$ cat config.mk
export PLATFORM = sky130hd
export DESIGN_NAME = spi_reg_bridge_flat
export DESIGN_NICKNAME = d
export VERILOG_FILES = /design/src/rtl/spi_pkg.sv /design/src/rtl/spi_reg_bridge_if.sv /design/src/rtl/sync_2ff.sv /design/src/rtl/spi_reg_bridge.sv /design/src/flat_wrapper.sv
export SDC_FILE = /design/constraint.sdc
export NUM_CORES = 1
export LEC_CHECK = 0
export ABC_CLOCK_PERIOD_IN_PS = 5380
export CELL_PAD_IN_SITES_DETAIL_PLACEMENT = 0
export CELL_PAD_IN_SITES_GLOBAL_PLACEMENT = 1
export CORE_UTILIZATION = 40
export DETAILED_ROUTE_END_ITERATION = 8
export PLACE_DENSITY = 0.78
export SETUP_SLACK_MARGIN = 0.4
export SLEW_MARGIN = 5
export SYNTH_ARGS = -nofsm -noshare
export SYNTH_HDL_FRONTEND = slang
export SYNTH_SLANG_ARGS = --single-unit
$ cat constraint.sdc
create_clock -name i_sys_clk -period 5.38 [get_ports i_sys_clk]
set_clock_uncertainty 0.15 [all_clocks]
set_input_delay 0.538 -clock i_sys_clk [delete_from_list [all_inputs] [get_ports i_sys_clk]]
set_output_delay 0.538 -clock i_sys_clk [all_outputs]
set_load 0.05 [all_outputs]
$ cat src/rtl/spi_pkg.sv
// -----------------------------------------------------------------------------
// spi_pkg
// Shared constants for the SPI byte-stream to register-bus bridge.
//   - FSM state encodings (plain localparam constants)
//   - Command header bit positions
//   - Default transmit fill byte
// No ports.
// -----------------------------------------------------------------------------
package spi_pkg;

  localparam int STATE_W = 3;

  localparam logic [STATE_W-1:0] ST_IDLE   = 3'd0;
  localparam logic [STATE_W-1:0] ST_CMD    = 3'd1;
  localparam logic [STATE_W-1:0] ST_WR     = 3'd2;
  localparam logic [STATE_W-1:0] ST_RD_REQ = 3'd3;
  localparam logic [STATE_W-1:0] ST_RD_CAP = 3'd4;
  localparam logic [STATE_W-1:0] ST_RD     = 3'd5;

  // Command byte bit 7 selects read (1) or write (0)
  localparam int CMD_RD_BIT = 7;

  localparam logic [7:0] FILL_BYTE_DEF = 8'hFF;

endpackage

$ cat src/rtl/spi_reg_bridge_if.sv
// -----------------------------------------------------------------------------
// spi_reg_bridge_if
// Bundles the byte-engine handshake and the register-bus signals of the bridge.
//   master modport : SPI byte engine + register file side (drives cs, rx_*, reg_rdata)
//   slave  modport : the bridge itself (drives tx_data, reg_*, frame_err)
// Signals:
//   cs        chip select, active low, asynchronous to the system clock
//   rx_ack    one-cycle pulse, rx_data holds a complete byte
//   rx_data   received byte
//   tx_data   byte for the next slave byte slot
//   reg_addr  register address
//   reg_wr_en one-cycle write strobe, reg_wdata valid with it
//   reg_rd_en one-cycle read strobe, reg_rdata valid one cycle later
//   frame_err one-cycle pulse on a frame with no data bytes
// -----------------------------------------------------------------------------
interface spi_reg_bridge_if #(
  parameter int ADDR_W = 7
);

  logic              cs;
  logic              rx_ack;
  logic [7:0]        rx_data;
  logic [7:0]        tx_data;
  logic [ADDR_W-1:0] reg_addr;
  logic              reg_wr_en;
  logic [7:0]        reg_wdata;
  logic              reg_rd_en;
  logic [7:0]        reg_rdata;
  logic              frame_err;

  modport master (
    output cs,
    output rx_ack,
    output rx_data,
    output reg_rdata,
    input  tx_data,
    input  reg_addr,
    input  reg_wr_en,
    input  reg_wdata,
    input  reg_rd_en,
    input  frame_err
  );

  modport slave (
    input  cs,
    input  rx_ack,
    input  rx_data,
    input  reg_rdata,
    output tx_data,
    output reg_addr,
    output reg_wr_en,
    output reg_wdata,
    output reg_rd_en,
    output frame_err
  );

endinterface

$ cat src/rtl/sync_2ff.sv
// -----------------------------------------------------------------------------
// sync_2ff
// Generic two-flop synchroniser with a configurable reset value.
// Ports:
//   i_clk  destination clock
//   i_rst  asynchronous active-high reset (flops load RST_VAL)
//   i_d    asynchronous input
//   o_q    synchronised output (two cycles of latency)
// -----------------------------------------------------------------------------
module sync_2ff #(
  parameter int               WIDTH   = 1,
  parameter logic [WIDTH-1:0] RST_VAL = {WIDTH{1'b0}}
) (
  input  logic             i_clk,
  input  logic             i_rst,
  input  logic [WIDTH-1:0] i_d,
  output logic [WIDTH-1:0] o_q
);

  logic [WIDTH-1:0] r_meta;
  logic [WIDTH-1:0] r_sync;

  // Two-stage resynchronisation chain
  always_ff @(posedge i_clk or posedge i_rst) begin
    if (i_rst) begin
      r_meta <= RST_VAL;
      r_sync <= RST_VAL;
    end else begin
      r_meta <= i_d;
      r_sync <= r_meta;
    end
  end

  assign o_q = r_sync;

endmodule

$ cat src/rtl/spi_reg_bridge.sv
// -----------------------------------------------------------------------------
// spi_reg_bridge
// Converts the received-byte stream of an SPI slave byte engine into register
// bus transactions. A frame (cs low) starts with a command byte
// (bit7 = read, low ADDR_W bits = start address) followed by data bytes that
// are written, or byte slots that are filled with prefetched read data.
// Ports:
//   i_sys_clk  system clock
//   i_sys_rst  asynchronous active-high reset
//   bus        spi_reg_bridge_if.slave (byte handshake + register bus)
// -----------------------------------------------------------------------------
module spi_reg_bridge
  import spi_pkg::*;
#(
  parameter int         ADDR_W    = 7,
  parameter logic       AUTO_INC  = 1'b1,
  parameter logic [7:0] FILL_BYTE = FILL_BYTE_DEF
) (
  input  logic                i_sys_clk,
  input  logic                i_sys_rst,
  spi_reg_bridge_if.slave     bus
);

  logic                w_cs_s;
  logic                w_cs_fall;
  logic                w_data_ack;
  logic [ADDR_W-1:0]   w_cmd_addr;
  logic [ADDR_W-1:0]   w_addr_inc;
  logic                w_unused_rx;

  logic                r_cs_d;
  logic [STATE_W-1:0]  r_state;
  logic [ADDR_W-1:0]   r_addr;
  logic [ADDR_W-1:0]   r_reg_addr;
  logic [7:0]          r_tx_data;
  logic [7:0]          r_wdata;
  logic                r_wr_en;
  logic                r_rd_en;
  logic                r_frame_err;
  logic                r_data_seen;

  // cs idles high, so the synchroniser resets to 1 to avoid a false frame start
  sync_2ff #(
    .WIDTH   (1),
    .RST_VAL (1'b1)
  ) u_cs_sync (
    .i_clk (i_sys_clk),
    .i_rst (i_sys_rst),
    .i_d   (bus.cs),
    .o_q   (w_cs_s)
  );

  assign w_cs_fall  = r_cs_d & ~w_cs_s;
  assign w_cmd_addr = bus.rx_data[ADDR_W-1:0];
  assign w_addr_inc = r_addr + ADDR_W'(AUTO_INC);
  // Only acks taken in ST_WR / ST_RD count as data bytes of the frame
  assign w_data_ack = bus.rx_ack && ((r_state == ST_WR) || (r_state == ST_RD));
  // Header bits between CMD_RD_BIT and the address field are don't-care
  assign w_unused_rx = ^bus.rx_data;

  // Frame FSM, address pointer and all registered bus outputs
  always_ff @(posedge i_sys_clk or posedge i_sys_rst) begin
    if (i_sys_rst) begin
      r_cs_d      <= 1'b1;
      r_state     <= ST_IDLE;
      r_addr      <= {ADDR_W{1'b0}};
      r_reg_addr  <= {ADDR_W{1'b0}};
      r_tx_data   <= FILL_BYTE;
      r_wdata     <= 8'h00;
      r_wr_en     <= 1'b0;
      r_rd_en     <= 1'b0;
      r_frame_err <= 1'b0;
      r_data_seen <= 1'b0;
    end else begin
      r_cs_d      <= w_cs_s;
      r_wr_en     <= 1'b0;
      r_rd_en     <= 1'b0;
      r_frame_err <= 1'b0;

      case (r_state)
        ST_IDLE: begin
          r_tx_data   <= FILL_BYTE;
          r_data_seen <= 1'b0;
          if (w_cs_fall) begin
            r_state <= ST_CMD;
          end
        end
        ST_CMD: begin
          if (bus.rx_ack) begin
            r_addr <= w_cmd_addr;
            if (bus.rx_data[CMD_RD_BIT]) begin
              // Launch the prefetch so the first read byte is ready for the next slot
              r_reg_addr <= w_cmd_addr;
              r_rd_en    <= 1'b1;
              r_state    <= ST_RD_REQ;
            end else begin
              r_state <= ST_WR;
            end
          end
        end
        ST_WR: begin
          if (bus.rx_ack) begin
            r_wr_en     <= 1'b1;
            r_reg_addr  <= r_addr;
            r_wdata     <= bus.rx_data;
            r_addr      <= w_addr_inc;
            r_data_seen <= 1'b1;
          end
        end
        ST_RD_REQ: begin
          // reg_rd_en is high in this state; rx_ack here is ignored
          r_state <= ST_RD_CAP;
        end
        ST_RD_CAP: begin
          r_tx_data <= bus.reg_rdata;
          r_state   <= ST_RD;
        end
        ST_RD: begin
          if (bus.rx_ack) begin
            r_addr      <= w_addr_inc;
            r_reg_addr  <= w_addr_inc;
            r_rd_en     <= 1'b1;
            r_data_seen <= 1'b1;
            r_state     <= ST_RD_REQ;
          end
        end
        default: begin
          r_state <= ST_IDLE;
        end
      endcase

      // Frame end overrides the state actions above; a coincident write still issues
      if (w_cs_s && (r_state != ST_IDLE)) begin
        r_state     <= ST_IDLE;
        r_rd_en     <= 1'b0;
        r_tx_data   <= FILL_BYTE;
        r_frame_err <= (r_state == ST_CMD) || (!r_data_seen && !w_data_ack);
      end
    end
  end

  assign bus.tx_data   = r_tx_data;
  assign bus.reg_addr  = r_reg_addr;
  assign bus.reg_wr_en = r_wr_en;
  assign bus.reg_wdata = r_wdata;
  assign bus.reg_rd_en = r_rd_en;
  assign bus.frame_err = r_frame_err;

endmodule

$ cat src/flat_wrapper.sv
// flat-port wrapper written by rule: the top's interface ports become plain ports
module spi_reg_bridge_flat import spi_pkg::*;
#(
  parameter int         ADDR_W    = 7,
  parameter logic       AUTO_INC  = 1'b1,
  parameter logic [7:0] FILL_BYTE = FILL_BYTE_DEF
)
  (i_sys_clk, i_sys_rst, bus_cs, bus_rx_ack, bus_rx_data, bus_reg_rdata, bus_tx_data, bus_reg_addr, bus_reg_wr_en, bus_reg_wdata, bus_reg_rd_en, bus_frame_err);
  spi_reg_bridge_if #(.ADDR_W(ADDR_W)) bus_i ();
  input  logic i_sys_clk;
  input  logic i_sys_rst;
  input wire logic [$bits(bus_i.cs)-1:0] bus_cs;
  input wire logic [$bits(bus_i.rx_ack)-1:0] bus_rx_ack;
  input wire logic [$bits(bus_i.rx_data)-1:0] bus_rx_data;
  input wire logic [$bits(bus_i.reg_rdata)-1:0] bus_reg_rdata;
  output wire logic [$bits(bus_i.tx_data)-1:0] bus_tx_data;
  output wire logic [$bits(bus_i.reg_addr)-1:0] bus_reg_addr;
  output wire logic [$bits(bus_i.reg_wr_en)-1:0] bus_reg_wr_en;
  output wire logic [$bits(bus_i.reg_wdata)-1:0] bus_reg_wdata;
  output wire logic [$bits(bus_i.reg_rd_en)-1:0] bus_reg_rd_en;
  output wire logic [$bits(bus_i.frame_err)-1:0] bus_frame_err;
  assign bus_i.cs = bus_cs;
  assign bus_i.rx_ack = bus_rx_ack;
  assign bus_i.rx_data = bus_rx_data;
  assign bus_i.reg_rdata = bus_reg_rdata;
  assign bus_tx_data = bus_i.tx_data;
  assign bus_reg_addr = bus_i.reg_addr;
  assign bus_reg_wr_en = bus_i.reg_wr_en;
  assign bus_reg_wdata = bus_i.reg_wdata;
  assign bus_reg_rd_en = bus_i.reg_rd_en;
  assign bus_frame_err = bus_i.frame_err;
  spi_reg_bridge #(.ADDR_W(ADDR_W), .AUTO_INC(AUTO_INC), .FILL_BYTE(FILL_BYTE)) u_core (.i_sys_clk(i_sys_clk), .i_sys_rst(i_sys_rst), .bus(bus_i));
endmodule
==> flow_metrics.tcl <==
set metrics [dict create \
    rsz0062_at_grt "no" \
    synth-edff-count 0 \
    worst_slew_pin_slew_ns 0.844 \
    status "finished, final reports clean" \
    gr-total-overflow 0 \
    yosys_warnings 0 \
    drtIter0Drc 121 \
    antenna_cells 0 \
    die_area_um2 5420 \
    slew_headroom_pct 43.5 \
    avgSynthCellArea_um2 10.0 \
    cts_buffers 5 \
    nets 268 \
    holdPathStages 0 \
    arrival_ns 2.43 \
    fill_cells 445 \
    cts_root_buf "clkbuf_8" \
    insertion_delay_ns 0.29 \
    internal-power_mw 0.696 \
    maxCapViolations 0 \
    core_area_um2 4820 \
    reg2reg_depth 4 \
    sequentialPowerShare_pct 38.0 \
    final_common_cell "clkdlybuf4s50_1" \
    numClockSinks 40 \
    maxSlewViolCount 0 \
    cts_buffer_depth 2 \
    area_delta_synth_final_pct 30.4 \
    dieHeight_um 73.6 \
    final_cell_mix "clkdlybuf4s50_1 (45), dfrtp_1 (29), o21ai_0 (16), nand2_1 (15), nand3b_1 (12)" \
    cts_htree_levels 2 \
    wl_per_cell_um 15.1 \
    die_w_um 73.6 \
    p_per_area_nw_per_um2 422 \
    grt_util_all_layers_pct 18.8 \
    postCtsResizedCells 0 \
    total_power_mw 1.13 \
    cp-end-kind "flip-flop" \
    hold_viol 0 \
    grt_pass1_wl_um 7720 \
    drtAntennaViolNets 0 \
    ys_seq_area_share_pct 49.5 \
    antenna_found_initial 0 \
    dr_total_vias 1683 \
    drive_gt1_share_pct 14.5 \
    clkPwrFrac_pct 23.7 \
    p_sw_share_pct 38.3 \
    ys.flop_type "dfrtp_1" \
    cts_tree "yes" \
    setup_viol 0 \
    dpl.hpwl_um 3280 \
    worstHoldStart "u_core.u_cs_sync.r_meta$_DFF_PP1_" \
    switchingPower_mw 0.433 \
    firstDrtPassIters 4 \
    ys_ff_latch 40 \
    crit_path_start "u_core.r_state[1]$_DFFE_PP0P_" \
    ir_drop_mv 0.254 \
    via_per_inst 5.34 \
    r2r-start "u_core.r_state[1]$_DFFE_PP0P_" \
    drt_wl_total_um 4760 \
    async_flop_share_pct 100 \
    fmax_mhz 415 \
    crit_fanout 27 \
    fin_setup_tns_ns 0 \
    start_kind "flip-flop" \
    cts_setup_buffers 0 \
    grt_max_degree 41 \
    hold_buffers 0 \
    rows 25 \
    synth_fp_nets 226 \
    worstHoldPathType "reg2reg" \
    min_period_ns 2.41 \
    synth_cells 205 \
    path_clk_slew_ns 0.08 \
    globalplace.congestion 0.789 \
    ios 46 \
    path_class "reg2reg" \
    io_buffers 45 \
    start_util_pct 42.6 \
    final.period_utilization_pct 44.8 \
    cp.required_ns 5.40 \
    drcViolationCount 0 \
    p_comb_share_pct 38.3 \
    syn_area_um2 2050 \
    ys_types 46 \
    grt_pass1_vias 1505 \
    cellLeakagePower_nw 1.03 \
]
==> state kept, by name, summed over array words and instances, names as in the netlist <==
signal	flops
u_core.bus.frame_err	1
u_core.bus.reg_addr	7
u_core.bus.reg_rd_en	1
u_core.bus.reg_wdata	8
u_core.bus.reg_wr_en	1
u_core.bus.tx_data	8
u_core.r_addr	7
u_core.r_cs_d	1
u_core.r_data_seen	1
u_core.r_state	3
u_core.u_cs_sync.o_q	1
u_core.u_cs_sync.r_meta	1
==> stage by stage <==
stage	std cells	cell area (µm²)	hold WS, ns	setup slack [ns]	utilization, %
after global routing	315	2680	0.212	2.81	55.5
final	315	2680	0.209	2.97	55.5
after global placement	307	2550	0.196	2.70	52.9
after floorplan	205	2050	0.195	3.56	-
after detailed placement	307	2550	0.197	2.70	52.9
after CTS	315	2680	0.209	2.98	55.5
==> cell type report <==
| cell class | count | area (µm²) | area share (%) |
|---|---|---|---|
| clock buffers | 7 | 96.3 | 3.60 |
| repair buffers | 47 | 465 | 17.4 |
| clock inverters | 1 | 30.0 | 1.12 |
| multi-input cells | 146 | 958 | 35.8 |
| inverters | 7 | 26.3 | 0.982 |
| well taps | 67 | 83.8 | 3.13 |
| flip-flops and latches | 40 | 1010 | 37.9 |
==> synthesized netlist by cell type (3+ instances only) <==
library cell,instances,area [µm²]
nand2b_1,10,62.6
a21oi_1,11,55.1
buf_2,5,25.0
nor2_1,8,30.0
inv_1,6,22.5
a31oi_1,5,31.3
o211ai_1,4,30.0
o22ai_1,4,25.0
a211oi_1,3,22.5
mux2_1,3,33.8
nor3_1,7,35.0
buf_1,4,15.0
nand3b_1,12,90.1
nand2_1,15,56.3
mux2_2,8,90.1
nand3_1,6,30.0
o21ai_0,16,80.1
dfstp_2,11,289
dfrtp_1,29,726
==> critical path, cell delays in order (launching register included) <==
cell	delay [ns]
dfrtp_1	0.86
or3b_1	0.56
o21ai_4	0.15
and2_4	0.24
mux2_1	0.33
==> worst paths after layout <==
check / slack (ns) / to
worst min-delay path: 0.21 / u_core.u_cs_sync.o_q$_DFF_PP1_
worst max-delay path: 2.97 / u_core.bus.reg_addr[2]$_DFFE_PP0P_
worst min register to register: 0.21 / u_core.u_cs_sync.o_q$_DFF_PP1_
min in group asynchronous: 0.52 / u_core.bus.reg_addr[1]$_DFFE_PP0P_
worst max register to register: 2.97 / u_core.bus.reg_addr[2]$_DFFE_PP0P_
max in group asynchronous: 4.19 / u_core.bus.tx_data[7]$_DFFE_PP1P_
==> layer usage <==
metal  wire length, µm  global-route usage (%)  vias to the layer above  share of wire, %
li1                  -                       -                      826                 -
met1              2490                    28.0                      820                52
met2              2090                    27.9                       35                44
met3               145                    3.57                        2               3.0
met4                29                    4.49                        0              0.61
met5                 0                       0                        -                 0
==> power by group through the flow <==
| stage | Combinational, mW | Sequential, mW | Clock (mW) |
|---|---|---|---|
| after global routing | 0.458 | 0.440 | 0.284 |
| after detailed placement | 0.435 | 0.433 | 0 |
| after CTS | 0.436 | 0.429 | 0.274 |
| final | 0.432 | 0.429 | 0.268 |
| after floorplan | 0.137 | 0.583 | 0 |
| after global placement | 0.433 | 0.434 | 0 |
==> cells by family after synthesis <==
family                   Yosys count  synth area share, %
AO/OA/AOI/OAI                     60                 18.8
XOR/XNOR                           2                0.854
adder cells (fa/ha/maj)            1                0.610
buffers and inverters             19                 4.15
flip-flops                        40                 49.5
multiplexers                      13                 7.01
AND/OR/NAND/NOR                   70                 19.1
No activity file was read; power rests on OpenSTA's default activity.
